`src/rtl/cdm_err_monitor.sv`:
```
`default_nettype none
// ============================================================================
// Module   : cdm_err_monitor
// Purpose  : Error-distance monitor for an approximate multiplier. Each
//            accepted sample (A, B, R) is checked by computing the exact
//            unsigned product A*B with a bit-serial shift-add multiplier and
//            comparing it with the approximate product R. The absolute
//            difference (error distance, ED) feeds running statistics.
// Ports    : clk, rst            - clock, asynchronous active-high reset
//            in_valid/in_ready   - sample handshake (in_a, in_b, in_r)
//            clear               - synchronous statistics clear (top priority)
//            busy                - a sample is being evaluated
//            upd                 - one-cycle pulse, statistics just updated
//            last_ed             - ED of the most recent sample
//            sample_count        - samples evaluated (saturating)
//            err_count           - samples with nonzero ED (saturating)
//            sum_ed              - accumulated ED (saturating)
//            max_ed              - largest ED seen
// Revision : 1.0 - initial release
// ============================================================================
module cdm_err_monitor #(
    parameter int W = 16
) (
    input  logic              clk,
    input  logic              rst,
    input  logic              in_valid,
    output logic              in_ready,
    input  logic [W-1:0]      in_a,
    input  logic [W-1:0]      in_b,
    input  logic [2*W-1:0]    in_r,
    input  logic              clear,
    output logic              busy,
    output logic              upd,
    output logic [2*W-1:0]    last_ed,
    output logic [31:0]       sample_count,
    output logic [31:0]       err_count,
    output logic [2*W+15:0]   sum_ed,
    output logic [2*W-1:0]    max_ed
);

    localparam int CW = $clog2(W + 1);

    typedef enum logic [1:0] {
        IDLE = 2'd0,
        MUL  = 2'd1,
        CMP  = 2'd2
    } state_t;

    state_t            r_state;
    logic [2*W-1:0]    r_mcand;     // operand A, shifted left once per MUL cycle
    logic [W-1:0]      r_mplier;    // operand B, shifted right once per MUL cycle
    logic [2*W-1:0]    r_r;         // approximate product under test
    logic [2*W-1:0]    r_acc;       // exact-product accumulator
    logic [CW-1:0]     r_cnt;       // multiplier bits still to process
    logic              r_busy;
    logic              r_upd;
    logic [2*W-1:0]    r_last_ed;
    logic [31:0]       r_sc;
    logic [31:0]       r_ec;
    logic [2*W+15:0]   r_sum;
    logic [2*W-1:0]    r_max;

    logic [2*W-1:0]    w_ed;
    logic [2*W+16:0]   w_sum_ext;   // one spare bit to detect overflow
    logic [2*W-1:0]    w_acc_next;

    // Absolute difference, valid whichever way the approximation errs.
    assign w_ed       = (r_acc >= r_r) ? (r_acc - r_r) : (r_r - r_acc);
    assign w_sum_ext  = {1'b0, r_sum} + {17'd0, w_ed};
    assign w_acc_next = r_acc + (r_mplier[0] ? r_mcand : '0);

    // Accepting is suppressed while clear is asserted so a sample is never
    // taken in the same cycle the statistics are being wiped.
    assign in_ready     = (r_state == IDLE) && !clear;
    assign busy         = r_busy;
    assign upd          = r_upd;
    assign last_ed      = r_last_ed;
    assign sample_count = r_sc;
    assign err_count    = r_ec;
    assign sum_ed       = r_sum;
    assign max_ed       = r_max;

    always_ff @(posedge clk or posedge rst) begin
        if (rst) begin
            r_state   <= IDLE;
            r_mcand   <= '0;
            r_mplier  <= '0;
            r_r       <= '0;
            r_acc     <= '0;
            r_cnt     <= '0;
            r_busy    <= 1'b0;
            r_upd     <= 1'b0;
            r_last_ed <= '0;
            r_sc      <= '0;
            r_ec      <= '0;
            r_sum     <= '0;
            r_max     <= '0;
        end else if (clear) begin
            // Clear wins over everything, including a coinciding CMP commit.
            r_state   <= IDLE;
            r_busy    <= 1'b0;
            r_upd     <= 1'b0;
            r_last_ed <= '0;
            r_sc      <= '0;
            r_ec      <= '0;
            r_sum     <= '0;
            r_max     <= '0;
        end else begin
            r_upd <= 1'b0;
            case (r_state)
                IDLE: begin
                    if (in_valid) begin
                        r_mcand  <= {{W{1'b0}}, in_a};
                        r_mplier <= in_b;
                        r_r      <= in_r;
                        r_acc    <= '0;
                        r_cnt    <= CW'(W);
                        r_busy   <= 1'b1;
                        r_state  <= MUL;
                    end
                end
                MUL: begin
                    r_acc    <= w_acc_next;
                    r_mcand  <= r_mcand << 1;
                    r_mplier <= r_mplier >> 1;
                    r_cnt    <= r_cnt - CW'(1);
                    if (r_cnt == CW'(1)) begin
                        r_state <= CMP;
                    end
                end
                CMP: begin
                    r_last_ed <= w_ed;
                    if (r_sc != 32'hFFFF_FFFF) begin
                        r_sc <= r_sc + 32'd1;
                    end
                    if ((w_ed != '0) && (r_ec != 32'hFFFF_FFFF)) begin
                        r_ec <= r_ec + 32'd1;
                    end
                    r_sum <= w_sum_ext[2*W+16] ? '1 : w_sum_ext[2*W+15:0];
                    if (w_ed > r_max) begin
                        r_max <= w_ed;
                    end
                    r_upd   <= 1'b1;
                    r_busy  <= 1'b0;
                    r_state <= IDLE;
                end
                default: begin
                    r_busy  <= 1'b0;
                    r_state <= IDLE;
                end
            endcase
        end
    end

endmodule
`default_nettype wire

```
`config.mk`:
```
export PLATFORM = sky130hd
export DESIGN_NAME = cdm_err_monitor
export DESIGN_NICKNAME = d
export VERILOG_FILES = /design/src/rtl/cdm_err_monitor.sv
export SDC_FILE = /design/constraint.sdc
export NUM_CORES = 1
export LEC_CHECK = 0
export ABC_AREA = 1
export BUFFER_PORTS_ARGS = -buffer_cell sky130_fd_sc_hd__buf_2
export CORE_UTILIZATION = 50
export DETAILED_ROUTE_END_ITERATION = 10
export PLACE_DENSITY = 0.77
export SYNTH_ARGS = -nofsm -noshare
export SYNTH_HDL_FRONTEND = slang
export SYNTH_SLANG_ARGS = --single-unit
```
`constraint.sdc`:
```
create_clock -name clk -period 29.9 [get_ports clk]
set_clock_uncertainty 0.05 [all_clocks]
set_input_delay 4.485 -clock clk [delete_from_list [all_inputs] [get_ports clk]]
set_output_delay 4.485 -clock clk [all_outputs]
set_load 0.02 [all_outputs]
```
==> results by group <==
Layout
  • Layout cell share with drive strength beyond 1: 9.571%
  • Fill cells: 4571
  • Area growth syn-to-layout: 12.37%
  • Most frequent cells in the layout: nand2_1, inv_1, dfrtp_1
  • Most common cell after layout, fill and taps aside: nand2_1
  • Layout Nets: 4038

Worst hold path
  • Worst Hold Class: flop to flop

STA
  • Hold Fails Final Rpt: 0
  • FMAX: 99.12 MHz
  • Tmin final: 10090 ps
  • Setup violators final: 0
  • Final worst slack: 19810 ps
  • Worst Max-Slew Pin Slew: 1053 ps
  • Period utilization: 33.74%
  • Total negative slack: 0 ps
  • Slew Limit Fails: 0
  • Slew headroom: 29.82%
  • RSZ-0062 raised after global routing: no

Global route
  • Vias in the first global route: 21670
  • First-pass GRT wire length: 110400 um
  • Gr usage total: 28.89%
  • Largest net degree at the start of global routing: 178
  • GR Overflow Total: 0
  • Initial antenna violation count: 1

Power
  • Power per standard cell area: 73.78 nW/um^2
  • Max VDD drop: 0.06386 mV
  • Pleak: 0.01465 uW

Clock network
  • Clk buf depth: 3
  • # clock sinks: 297
  • Post CTS Setup Buffer Count: 0
  • CTS tree: done
  • Cts repair resizes: 0
  • CTS Buf Count: 36
  • H-tree depth: 2
  • Clock Latency Late Sink: 560 ps
  • CTS Hold Buffers Added: 0
  • CTS Root Cell: clkbuf_16
  • Reg clk slew, reported paths: 60 ps

Synth
  • Synth async-reset ratio: 100.0%
  • Syn Inst Count: 3590
  • EDFF count, synth: 0
  • Post-synthesis cell type count: 49
  • Synth Warn #: 0
  • Cell Area, Synth: 23320 sq um
  • Syn nets: 3827
  • Main synth FF type: dfrtp_1
  • Share of the synthesized area in the top cell type: 31.88%
  • Main area contributors after synthesis: dfrtp_1, nand2_1, inv_1
  • Mapped Avg Cell Area: 6.495 sq um
  • Area leader, netlist: dfrtp_1
  • #FFs+latches synth: 297
  • Sequential share of the synthesized area: 31.88%

Floorplanning
  • Die height: 217.9 um
  • FP Rows: 78
  • DIE WIDTH: 217.9 um
  • # IOs: 247
  • Starting Density: 51.05%
  • Die area: 47500 sq um
  • Core Footprint: 45670 sq um

Job
  • Max_cap viols: 0

Placed design
  • Port Buf Inserts: 246
  • RD Place Congestion: 0.9692
  • Pre-CTS WS: 19830 ps
  • HPWL after detailed placement: 52300 um

Setup path
  • Crit Path Category: input pin to output pin
  • Setup crit end kind: output pin
  • CP max FO: 32
  • Worst Path Required: 25370 ps
  • CP arrival: 5550 ps
  • R2R setup slack: 23280 ps
  • CP Launch Type: input pin

Run status
  • Status: finished clean

Detailed routing
  • Final wirelength: 68530 um
  • Router iterations before antenna repair: 5
  • Wire per inst: 15.49 um
  • Vias: 23220
  • Post-route ant nets: 0
  • Via-to-Cell Ratio: 5.247
  • DRC viols: 0
  • Initial DRC Count: 1835
## worst max-delay path, cell delays in order
cell	delay, ps
buf_2	90
buf_4	280
nor2_1	230
inv_1	100
nor2_1	170
buf_2	200
## registers in the layout, summed over array words and instances (netlist names)
register      count
r_state           2
sample_count     32
r_acc            32
max_ed           32
last_ed          32
r_cnt             5
upd               1
err_count        32
r_r              32
r_mplier         16
r_mcand          32
sum_ed           48
busy              1
## cells by family (layout without fill, tap and decap cells)
logic type	count (synthesis)	in the layout	synth area share, %
AOI/OAI and AO/OA	558	558	13.14
xor gates and xnor gates	53	53	1.991
and+or+nand+nor	1759	1759	31.30
adders and majority gates	169	169	9.198
buffers and inverters	754	988	12.50
other	0	1	0
DFF	297	297	31.88
## routing by layer
layer	global-route usage (%)	part of all wire, %	wire length [um]	up-vias
met1	39.22	45	30840	10580
met4	11.28	3.6	2485	0
met2	47.08	46	31260	734
met5	0	0	0	-
li1	-	-	-	11780
met3	3.096	5.8	3945	129
## stage by stage
stage	power [uW]	area (sq um)	cells	utilization (%)	hold slack [ps]
global route	2092	26200	4424	57.36	450.9
finish	1933	26200	4425	57.37	424.9
detailed placement	1479	25030	4363	54.80	413.1
global placement	1464	25030	4363	54.80	408.8
CTS	1929	26200	4424	57.36	426.8
floorplan	1207	23320	3590	-	401.5
## path summary, 6_finish.rpt
path / start / cells after the start / to
hold reg to reg: last_ed[22] / 2 / last_ed[22]
hold / removal: last_ed[22] / 2 / last_ed[22]
max in group asynchronous: rst / 3 / last_ed[7]
min in group asynchronous: rst / 2 / r_mcand[28]
setup reg to reg: r_acc[0] / 26 / max_ed[12]
setup / recovery: clear / 6 / in_ready
## synthesized netlist by cell type (3+ instances only)
library cell / instances
a31oi_1: 19
buf_4: 3
a21oi_1: 191
or2_2: 5
o221ai_1: 19
a21o_1: 8
dfrtp_1: 297
o21a_1: 14
clkbuf_1: 62
buf_6: 9
fa_1: 4
ha_1: 165
nor2_1: 255
inv_1: 636
nor2_2: 27
xor2_1: 42
o21ai_0: 251
xnor2_1: 11
nand4_1: 67
clkinv_1: 32
nand2_2: 3
nor4_1: 18
nor3_1: 44
nand3_1: 187
o21bai_1: 3
nand2_1: 1134
and2_1: 4
nand3b_1: 3
o22ai_1: 28
buf_1: 6
nor2_4: 3
o31ai_1: 10
buf_2: 5
## where the power goes
part           total [uW]  internal, uW  switching [uW]
clock network         445           267             178
registers             507           462            45.2
logic                 981           314             667
## area by class of cell
| cell class | instances | area [sq um] | share of cell area [%] |
|---|---|---|---|
| sequential | 297 | 7432 | 28.37 |
| multi-input combinational | 2539 | 12990 | 49.59 |
| tap | 600 | 750.7 | 2.865 |
| timing repair buffer | 258 | 1334 | 5.090 |
| antenna | 1 | 2.502 | 0.009551 |
| clock inverter | 9 | 128.9 | 0.4919 |
| inverter | 669 | 2519 | 9.613 |
| clock buffer | 52 | 1042 | 3.978 |
Power figures use the tool's default switching activity.
